$ cat src/rtl/hazard_ctrl.sv
// Pipeline stall/flush controller: picks the deepest active hold vector, redirects the PC on
// MEM-stage exceptions and sequences the multi-cycle divider sitting in EX.
module hazard_ctrl (
    input  logic        clk_i,
    input  logic        rst_i,
    input  logic [4:0]  id_raddr1_i,
    input  logic [4:0]  id_raddr2_i,
    input  logic        id_re1_i,
    input  logic        id_re2_i,
    input  logic        ex_is_load_i,
    input  logic        ex_we_i,
    input  logic [4:0]  ex_waddr_i,
    input  logic        ex_div_req_i,
    input  logic        div_done_i,
    input  logic        ibus_stall_i,
    input  logic        dbus_stall_i,
    input  logic        mem_excp_i,
    input  logic [31:0] mem_excp_pc_i,
    output logic [5:0]  stall_o,
    output logic        flush_o,
    output logic [31:0] new_pc_o,
    output logic        div_start_o,
    output logic        div_cancel_o
);

    typedef enum logic [1:0] {StIdle, StBusy, StDone} div_state_e;

    localparam logic [5:0] StallDbus    = 6'b011111;
    localparam logic [5:0] StallDiv     = 6'b001111;
    localparam logic [5:0] StallLoadUse = 6'b000111;
    localparam logic [5:0] StallIbus    = 6'b000011;

    div_state_e state_q;

    logic       load_use;
    logic       div_stall;
    logic [5:0] stall_vec;

    always_comb begin
        load_use = ex_is_load_i && ex_we_i && (ex_waddr_i != 5'd0) &&
                   ((id_re1_i && (id_raddr1_i == ex_waddr_i)) ||
                    (id_re2_i && (id_raddr2_i == ex_waddr_i)));

        // DONE releases EX; IDLE only holds when it is launching a new divide.
        div_stall = (state_q == StBusy) ||
                    ((state_q == StIdle) && ex_div_req_i && !mem_excp_i);

        if (dbus_stall_i) begin
            stall_vec = StallDbus;
        end else if (div_stall) begin
            stall_vec = StallDiv;
        end else if (load_use) begin
            stall_vec = StallLoadUse;
        end else if (ibus_stall_i) begin
            stall_vec = StallIbus;
        end else begin
            stall_vec = 6'b000000;
        end
    end

    always_comb begin
        stall_o      = 6'b000000;
        flush_o      = 1'b0;
        new_pc_o     = 32'h0;
        div_start_o  = 1'b0;
        div_cancel_o = 1'b0;
        if (!rst_i) begin
            if (mem_excp_i) begin
                flush_o      = 1'b1;
                new_pc_o     = mem_excp_pc_i;
                div_cancel_o = (state_q == StBusy);
            end else begin
                stall_o     = stall_vec;
                div_start_o = (state_q == StIdle) && ex_div_req_i;
            end
        end
    end

    always_ff @(posedge clk_i) begin
        if (rst_i || mem_excp_i) begin
            state_q <= StIdle;
        end else begin
            unique case (state_q)
                StIdle: if (ex_div_req_i) state_q <= StBusy;
                StBusy: if (div_done_i) state_q <= StDone;
                // The divided instruction leaves EX only once EX is no longer held.
                StDone: if (!stall_o[3]) state_q <= StIdle;
                default: state_q <= StIdle;
            endcase
        end
    end

endmodule

$ cat config.mk
export PLATFORM = sky130hd
export DESIGN_NAME = hazard_ctrl
export DESIGN_NICKNAME = d
export VERILOG_FILES = /design/src/rtl/hazard_ctrl.sv
export SDC_FILE = /design/constraint.sdc
export NUM_CORES = 1
export LEC_CHECK = 0
export BUFFER_PORTS_ARGS = -buffer_cell sky130_fd_sc_hd__buf_4
export CAP_MARGIN = 40
export CORE_MARGIN = 2
export CORE_UTILIZATION = 25
export DETAILED_ROUTE_END_ITERATION = 10
export PLACE_DENSITY = 0.9
export RECOVER_POWER = 25
export SLEW_MARGIN = 20
export SYNTH_ARGS = -nofsm -noshare
export SYNTH_HDL_FRONTEND = slang
export SYNTH_SLANG_ARGS = --single-unit
$ cat constraint.sdc
create_clock -name clk_i -period 1.9 [get_ports clk_i]
set_input_delay 0.38 -clock clk_i [delete_from_list [all_inputs] [get_ports clk_i]]
set_output_delay 0.38 -clock clk_i [all_outputs]
set_load 0.05 [all_outputs]
==> flow_summary.toml <==
[final_layout]
area_delta_synth_final_pct = 172.3
final_cell_mix = "buf_4 (87), and2_1 (33), buf_6 (10), xor2_1 (5), clkbuf_4 (4)"
fill_cells = 146
largest_register_ffs = 2
fin_cells = 197
final_layout_size_suffix_gt1_share_pct = 67.65
final_area_um2 = 1404
register_area_um2 = 40.04
reg.largest.list = "state_q: 2 flops"
layout_commonest_cell = "buf_4"
final_util_pct = 71.56
fin_nets = 230
diodes = 0
multi_input_area_um2 = 524.3
top_register = "state_q"

[route]
drt_first_pass_iters = 4
drc = 0
wire_per_inst_um = 12.22
num_vias = 865
ant_nets = 0
via_per_inst = 4.391
first_iter_violations = 7
drt-total-wl_mm = 2.407

[grt]
globalRoute.totalOverflow = 0
grt_pass1_wl_mm = 3.726
grt_pass1_vias = 915
grt_antenna_before_repair = 0
track_usage_pct = 19.34
grt_max_degree = 35

[job]
cap_viol_max_count = 0

[clock_tree]
path_clk_slew_ns = 0.03
cts_buffers = 3
cts_setup_buffers = 0
clk_path_buf_depth = 2
clock_latency_ns = 0.22
ctsHoldBuffers = 0
cts-htree-levels = 1
clock_sinks = 2
tritoncts = "built"
cts_root_buffer = "clkbuf_4"

[critical_path]
critical_path_buf_inv_count = 2
cp_top_family = "simple AND/OR/NAND/NOR gates"
crit_fanout = 3
cp.required_ns = 1.52
critPathMostFrequentCell = "buf_6"
path_cells = "buf_6 > or4_4 > o2111ai_4 > o21bai_2 > buf_6"
crit_path_start_kind = "input pin"
end_kind = "primary output"
worstSetupPathType = "in2out"
critical_path_arrival_ns = 1.54
slowest_stage = "or4_4"
max_stage_delay_ns = 0.54

[sta]
hold_viol = 0
rsz0062_at_grt = "yes"
final-max-slew-violation-count = 0
finalCriticalPeriod_ns = 1.916
finalSetupViolCount = 3
fmax_mhz = 522.0
finalClockSkew_ns = 0.001947
fin_ws_ns = -0.01579
fin_crit_sh_pct = 100.8

[power_and_ir_drop]
leakage_nw = 0.7267
peakVddDrop_v = 0.0005158
power.total_mw = 0.5062
p_per_area_nw_per_um2 = 360.6

[logic_synthesis]
yosysTopAreaCellShare_pct = 40.05
synth.avg_cell_area_um2 = 7.160
synth_xor_area_share_pct = 16.99
synth-simple-area-share_pct = 56.80
netlist_area_um2 = 515.5
ys_seq_area_share_pct = 7.767
synth_top_area_cell = "and2_1"
synth_compound_area_share_pct = 12.62
syn_nets = 130
synth_area_leaders = "and2_1 (40%), xor2_1 (14%), dfxtp_1 (7.8%)"
yosys_warnings = 0
ys_ff_latch = 2
synthCells = 72
synth-adder-area-share_pct = 0
synthMuxAreaShare_pct = 0
synth.distinct_cells = 24
synth_top_family_by_area = "simple AND/OR/NAND/NOR gates"

[die]
die_h_um = 49.41
die_width_um = 49.41
rows = 16
die-area_um2 = 2441
coreArea_um2 = 1962
io_pins = 99
initial_core_util_pct = 26.28

[placement]
io_buffers = 97
dpl.cell_count = 194
gp_congestion = 0.7856
place.detailed.hpwl_mm = 1.988
dpl_cell_area_um2 = 1295

[outcome]
violations = "negative setup slack"
status = "complete, but fails checks"

[min_path]
worstHoldPathType = "in2reg"
[worst paths after layout]
path / slack [ns] / endpoint / start / cells past startpoint
hold reg to reg: 0.54 / state_q[0]$_SDFFE_PP0P_ / state_q[1]$_SDFFE_PP0P_ / 1
hold / removal: 0.38 / state_q[0]$_SDFFE_PP0P_ / div_done_i / 2
setup / recovery: -0.02 / stall_o[2] / ex_waddr_i[1] / 5
setup reg to reg: 0.99 / state_q[0]$_SDFFE_PP0P_ / state_q[0]$_SDFFE_PP0P_ / 2
[area by class of cell]
cell class | instances | area share [%]
timing repair buffer | 100 | 55.79
multi-input combinational | 65 | 37.34
sequential | 2 | 2.852
tap | 27 | 2.406
clock buffer | 3 | 1.604
[where the power goes]
group	internal [mW]	switching (mW)	leakage [nW]
sequential	0.0437	0.00194	0.0163
combinational	0.164	0.207	0.697
clock	0.0694	0.0203	0.0138
total	0.277	0.229	0.727
[through the flow]
step                      setup WS (ns)  hold slack, ns   TNS, ns
after global placement         -0.06254          0.5145   -0.1773
final                          -0.01579          0.3751  -0.04505
after CTS                      -0.03224          0.3759  -0.07590
after floorplan                 -0.1341          0.4898   -0.1765
after detailed placement       -0.09786          0.5448   -0.2679
after global routing           -0.07029          0.3908   -0.2252
[timing repair]
action / 4_1_cts / 5_1_grt
setup endpoints to repair: 3 / 3
pin swaps: 6 / 8
hold endpoints to repair: 0 / 0
cloned: 0 / 0
gates resized for setup: 11 / 6
[cell usage after synthesis (all sizes together)]
library cell   n
and2          34
xor2           8
clkbuf         3
nor2           3
buf            2
dfxtp          2
nand3b         2
nor4           2
xnor2          2
a2111oi        1
a21oi          1
a32oi          1
and3b          1
conb           1
nor2b          1
nor4b          1
o2111ai        1
o21a           1
o21ai          1
o21bai         1
o31ai          1
or2            1
or4            1
[kinds of logic after synthesis]
family	Yosys count
AND/OR/NAND/NOR	46
other	1
XOR/XNOR	10
AO/OA/AOI/OAI	8
buffers and inverters	5
flip-flops	2
[routing by layer]
layer / share of wire (%) / track usage (%) / vias up
met1: 31 / 16.91 / 382
met3: 9.6 / 5.828 / 0
li1: - / - / 430
met2: 59 / 41.44 / 53
met5: 0 / 0 / -
met4: 0 / 4.167 / 0
(Power assumes the default switching activity.)
